==> src/rtl/mac_accumulator.sv <==
// rtl/mac_accumulator.sv - sums N_TERMS unsigned 8-bit products per result on valid/ready ports
// Optional saturation and overflow flag when MAC_ACC_SAT_EN is defined.
module mac_accumulator #(
  parameter int N_TERMS = 4,
  parameter int ACC_W   = 10,
  parameter int CNT_W   = 3
) (
  input  logic             clk,
  input  logic             rst,
  input  logic [7:0]       p_in,
  input  logic             in_valid,
  output logic             in_ready,
  input  logic             clr,
  output logic [ACC_W-1:0] sum_out,
  output logic             out_valid,
  input  logic             out_ready,
  output logic [CNT_W-1:0] term_cnt,
  output logic             ovf
);

  typedef enum logic {S_ACC, S_DONE} state_t;

  state_t           r_state;
  logic [ACC_W-1:0] r_acc;
  logic [ACC_W-1:0] r_sum;
  logic [CNT_W-1:0] r_cnt;
  logic             r_valid;

  logic             w_xfer;
  logic             w_last;
  logic [ACC_W-1:0] w_base;
  logic [ACC_W-1:0] w_next;

  assign in_ready  = (r_state == S_ACC);
  assign sum_out   = r_sum;
  assign out_valid = r_valid;
  assign term_cnt  = r_cnt;

  assign w_xfer = in_ready && in_valid;
  assign w_last = (r_cnt == CNT_W'(N_TERMS - 1));
  // First term of a group starts from zero so nothing leaks across groups.
  assign w_base = (r_cnt == '0) ? '0 : r_acc;

`ifdef MAC_ACC_SAT_EN
  logic [ACC_W:0] w_sum;
  logic           w_sticky;
  logic           r_sticky;
  logic           r_ovf;

  assign w_sum    = {1'b0, w_base} + (ACC_W+1)'(p_in);
  assign w_sticky = ((r_cnt != '0) && r_sticky) || w_sum[ACC_W];
  assign w_next   = w_sticky ? '1 : w_sum[ACC_W-1:0];
  assign ovf      = r_ovf;

  always_ff @(posedge clk or posedge rst) begin
    if (rst) begin
      r_sticky <= 1'b0;
      r_ovf    <= 1'b0;
    end else if (clr) begin
      r_sticky <= 1'b0;
      if (r_state == S_DONE) r_ovf <= 1'b0;
    end else if (w_xfer) begin
      r_sticky <= w_last ? 1'b0 : w_sticky;
      if (w_last) r_ovf <= w_sticky;
    end
  end
`else
  assign w_next = w_base + ACC_W'(p_in);
  assign ovf    = 1'b0;
`endif

  always_ff @(posedge clk or posedge rst) begin
    if (rst) begin
      r_state <= S_ACC;
      r_acc   <= '0;
      r_sum   <= '0;
      r_cnt   <= '0;
      r_valid <= 1'b0;
    end else begin
      case (r_state)
        S_ACC: begin
          // clr wins over a coincident transfer; that product is dropped.
          if (clr) begin
            r_acc <= '0;
            r_cnt <= '0;
          end else if (w_xfer) begin
            if (w_last) begin
              r_sum   <= w_next;
              r_valid <= 1'b1;
              r_acc   <= '0;
              r_cnt   <= '0;
              r_state <= S_DONE;
            end else begin
              r_acc <= w_next;
              r_cnt <= r_cnt + 1'b1;
            end
          end
        end
        S_DONE: begin
          if (clr) begin
            r_valid <= 1'b0;
            r_sum   <= '0;
            r_state <= S_ACC;
          end else if (out_ready) begin
            r_valid <= 1'b0;
            r_state <= S_ACC;
          end
        end
        default: r_state <= S_ACC;
      endcase
    end
  end

endmodule

==> config.mk <==
export PLATFORM = sky130hd
export DESIGN_NAME = mac_accumulator
export DESIGN_NICKNAME = d
export VERILOG_FILES = /design/src/rtl/mac_accumulator.sv
export SDC_FILE = /design/constraint.sdc
export NUM_CORES = 1
export LEC_CHECK = 0
export BUFFER_PORTS_ARGS = -buffer_cell sky130_fd_sc_hd__buf_2
export CAP_MARGIN = 20
export CORE_UTILIZATION = 49
export DETAILED_ROUTE_END_ITERATION = 8
export PLACE_DENSITY_LB_ADDON = 0.05
export SYNTH_ARGS = -nofsm -noshare
export SYNTH_HDL_FRONTEND = slang
export SYNTH_SLANG_ARGS = --single-unit
==> constraint.sdc <==
create_clock -name clk -period 2.74 [get_ports clk]
set_clock_uncertainty 0.1 [all_clocks]
set_input_delay 0.548 -clock clk [delete_from_list [all_inputs] [get_ports clk]]
set_output_delay 0.548 -clock clk [all_outputs]
set_load 0.02 [all_outputs]
---- Word level (Yosys, flattened, before mapping) ----
Cells that the tools add are included.
word-level totals
  output and inout port bits .............. 16
  input bits .............................. 13
  bits in registers ....................... 25
  word-level logic and storage cells ...... 44
operators by class
  $add $sub $neg .......................... 2
  reductions and logical operators ........ 6
  multiplexer cells ....................... 24
  equality and inequality tests ........... 6
  bitwise operators ....................... 1
operators with widths
  cell                 number
  $mux 10              8
  $pmux 10 s2          1
  $add 10x8->10        1
  $mux 1               10
  $mux 3               3
  $reduce_and 4->1     2
  $ne 2x1->1 const B   2
  $ne 2x2->1 const B   2
  $pmux 1 s2           2
  $add 3x1->3 const B  1
  $eq 3x2->1 const B   1
  $logic_not 3->1      1
  $ne 3x3->1 const B   1
  $reduce_and 2->1     1
  $reduce_bool 2->1    1
  $logic_and 1x1->1    1
  $not 1->1            1

---- Longest topological paths before layout ----
  word-level depth ........................ 7
  depth in mapped cells ................... 13

---- Least setup slack after synthesis ----
No wires, ideal clock.
  path kind ............................... register -> register
  start ................................... reg r_cnt[0], in the netlist term_cnt[0]
  end ..................................... reg r_acc[6]
  clock period less this slack ............ 2.806 ns
  buffers on the path ..................... 1
  arrival ................................. 2.584 ns
  data required time ...................... 2.518 ns
  setup slack ............................. -0.066 ns
  stages on the path, launching flop included .. 14
  cells stage by stage .................... dfrtp_1 inv_1 ha_1 nand2b_1 clkbuf_1 and2_1 ha_1 inv_1 fa_1 nor2b_4 o31a_1 o21a_1 or3_1 a32o_1
between the ends
  cells in the longest elaborated chain, start to end .. 6
  elaborated cells on any way between the ends .. 7
  classes of those cells .................. add/sub (1); eq/ne (1); mux (4); reduce/logical (1)
RTL lines
  item                    RTL line  source
  start, declared         26        logic [CNT_W-1:0] r_cnt;
  start signal, assigned  95        r_cnt <= r_cnt + 1'b1;
  $logic_not 3->1         42        assign w_base = (r_cnt == '0) ? '0 : r_acc;
  $mux 10                 42
  $add 10x8->10           68        assign w_next = w_base + ACC_W'(p_in);
  $mux 10 *               87        if (w_last) begin
  $mux 10 *               86        end else if (w_xfer) begin
  $mux 10 *               83        if (clr) begin
  end signal, assigned    94        r_acc <= w_next;
  end, declared           24        logic [ACC_W-1:0] r_acc;
Mark *: on every way between the ends. The rest lies on a longest branch, timed or not. The select of a mux whose other input is x is not followed.
A chain may end at the register's enable or synchronous reset.

---- Worst setup path in the final report ----
  start ................................... reg r_cnt[1], in the netlist term_cnt[1]
  end ..................................... reg r_acc[6]
Same word-level chain as after synthesis.

==> reports/results.txt <==
Grt ovf: 0
Clock Latency Late Sink: 0.32 ns
Crit-path max FO: 8
Unique masters post-synth: 34
Cell taking the most area after synthesis: dfrtp_1
Post-place setup slack: -0.0230 ns
CTS hold repair buffers: 0
Core area: 2760 um^2
Placed Cells: 205
Layout cells sized above 1: 0.289
Largest family of logic cells by synthesized area: compound AO/OA/AOI/OAI gates
Clk root buf: clkbuf_4
Crit path time final: 2.68 ns
Fin cells: 211
Drt via density: 5.73
Post-Synth Adder-Cell Area: 0.101
RSZ-0062 raised after global routing: yes
Starting Density: 0.520
Max-cap viol count: 0
Most frequent cells in the layout: buf_2 (27), dfrtp_1 (23), nand2_1 (16), a22o_1 (11), buf_4 (11)
Leak: 0.879 nW
Fmax: 373 MHz
Crit. End Element: flip-flop
Netlist Area Pre-Place: 1440 um^2
Hold Violations, Final: 0
Initial antenna violation count: 0
CP arrival: 2.80 ns
Simple-Gate Fraction of Synth Area: 0.151
Die area: 3150 um^2
1st-iter DRT viols: 29
Average wire per standard cell: 14.9 um
Compound-Gate Fraction of Synth Area: 0.247
Max-slew violation count: 0
CTS max path bufs: 2
Critical Path Start Type: flip-flop
Largest net degree at the start of global routing: 26
CTS buffer count: 3
Multiplexer area fraction after synthesis: 0
Setup slack after layout: 0.0603 ns
Routability cong.: 0.848
Detailed-route via count: 1209
Post-Synth XOR/XNOR Area: 0.0244
Max-slew headroom: 0.605
Final #Nets: 205
Ant. Diodes: 0
DIE HEIGHT: 56.1 um
Ys Warns: 0
Sequential area share after synthesis: 0.436
DR DRC count: 0
Final setup vio count: 0
GRT Total Usage: 0.225
Worst R2R Path Depth: 12
Status: finished, final reports clean
Worst Tran Pin Value: 0.592 ns
Number of global-route vias before repair: 1205
Synth Net Count: 167
Routed Antenna Nets: 0
Synth Register Bits: 25
Setup Crit Path Kind: flip-flop to flip-flop
CP required: 2.86 ns
Synth top area share: 0.436
CTS sink count: 25
Die Width: 56.1 um
Syn Inst Count: 143
First-pass GRT wire length: 5450 um
CTS tree: done
Setup Total Neg Slack: 0 ns
I/O Buffers: 27
Mapped Avg Cell Area: 10.0 um^2
Ranking of synthesized cells by area: dfrtp_1 (44%), ha_1 (8.7%), a22o_1 (6.7%), nand2_1 (4.2%), and2_1 (3.9%)
H-tree depth: 1
Crit share post-route: 0.978
Commonest non-fill, non-tap cell in the layout: buf_2
Final wirelength: 3140 um
Area delta synth->final: 19.5%
Top-Level Pins: 29
Pwr Density: 488 nW/um^2
Core Util, Final: 0.622
Filler cell count: 250
Row count: 19
Post-DP HPWL: 2330 um
Detailed-router iteration count before antenna repair: 4
Clock transition at the registers of the reported paths: 0.13 ns
Worst min path class: primary input to asynchronous set/reset pin
IR drop worst, VDD: 0.385 mV
[metrics by stage]
step / hold WS (ns) / area (um^2) / total power [mW]
floorplan: 0.342 / 1450 / 0.592
global placement: 0.363 / 1660 / 0.664
detailed placement: 0.365 / 1660 / 0.668
CTS: 0.155 / 1690 / 0.834
global route: 0.158 / 1720 / 0.886
finish: 0.148 / 1720 / 0.837
[power breakdown]
group | internal [mW] | leakage (nW) | total (mW) | switching (mW)
registers | 0.409 | 0.335 | 0.430 | 0.0202
clock network | 0.0570 | 0.0150 | 0.168 | 0.111
logic | 0.105 | 0.528 | 0.239 | 0.134
total | 0.571 | 0.879 | 0.837 | 0.265
[cell usage after synthesis]
library cell,n
fa_1,1
a21oi_1,7
dfrtp_1,25
nor3b_1,1
nand3_1,3
nand2b_1,2
a2111o_1,1
nand2_1,16
o211ai_1,2
o22a_1,1
o2111ai_1,2
o21a_1,4
a22o_1,11
a32o_1,4
o31a_1,1
nand4b_1,1
clkbuf_1,2
nor2b_1,3
a21o_1,2
xor2_1,2
or3_1,2
a2111oi_0,1
ha_1,10
nor2b_4,1
and2_1,9
buf_4,1
xnor2_1,2
o21ai_0,10
nor2_1,3
o41ai_1,1
conb_1,1
buf_2,2
inv_1,8
a21oi_2,1
[final timing paths]
kind,end,from,slack (ns)
worst min-delay path,sum_out[8],rst,0.15
worst min register to register,sum_out[2],sum_out[2],0.39
worst max-delay path,r_acc[6],term_cnt[1],0.06
max in group asynchronous,term_cnt[1],rst,2.13
min in group clk,r_state,out_ready,0.37
worst max register to register,r_acc[6],term_cnt[1],0.06
[worst max-delay path, cell delays in order, from the launching register on]
cell	delay, ns
dfrtp_2	0.43
inv_1	0.06
ha_2	0.18
nand2b_4	0.08
and2_1	0.17
ha_2	0.17
inv_2	0.05
fa_2	0.23
nor2b_4	0.05
o31a_1	0.27
o21a_1	0.19
or3_4	0.33
a32o_1	0.27
[routing by layer]
| layer | GRT usage | wire [um] |
|---|---|---|
| met3 | 0.0302 | 106 |
| met5 | 0 | 0 |
| met1 | 0.297 | 1470 |
| met2 | 0.376 | 1520 |
| met4 | 0.0836 | 41 |
[sequential cells by signal, indices dropped and copies added, names as in the netlist]
name and flops:
r_acc 10, sum_out 10, term_cnt 3, r_state 1, out_valid 1
[timing repair]
item / 4_1_cts / 5_1_grt
setup endpoints to repair: 4 / 6
pin swaps: 0 / 1
gates resized for setup: 1 / 4
setup buffers: 0 / 2
[kinds of logic (layout without fill, tap and decap cells)]
family | after synthesis | after routing
AO/OA/AOI/OAI | 48 | 48
XOR/XNOR | 4 | 4
adder cells (fa/ha/maj) | 11 | 11
buffers and inverters | 13 | 50
flip-flops | 25 | 25
other | 1 | 1
AND/OR/NAND/NOR | 41 | 41
[final cells by class]
class | count | area [um^2] | share of cell area
multi-input cells | 105 | 774 | 0.451
flip-flops and latches | 25 | 628 | 0.366
repair buffers | 38 | 218 | 0.127
well taps | 31 | 38.8 | 0.0226
inverters | 8 | 30.0 | 0.0175
clock buffers | 4 | 26.3 | 0.0153
No activity file was read; power rests on OpenSTA's default activity.
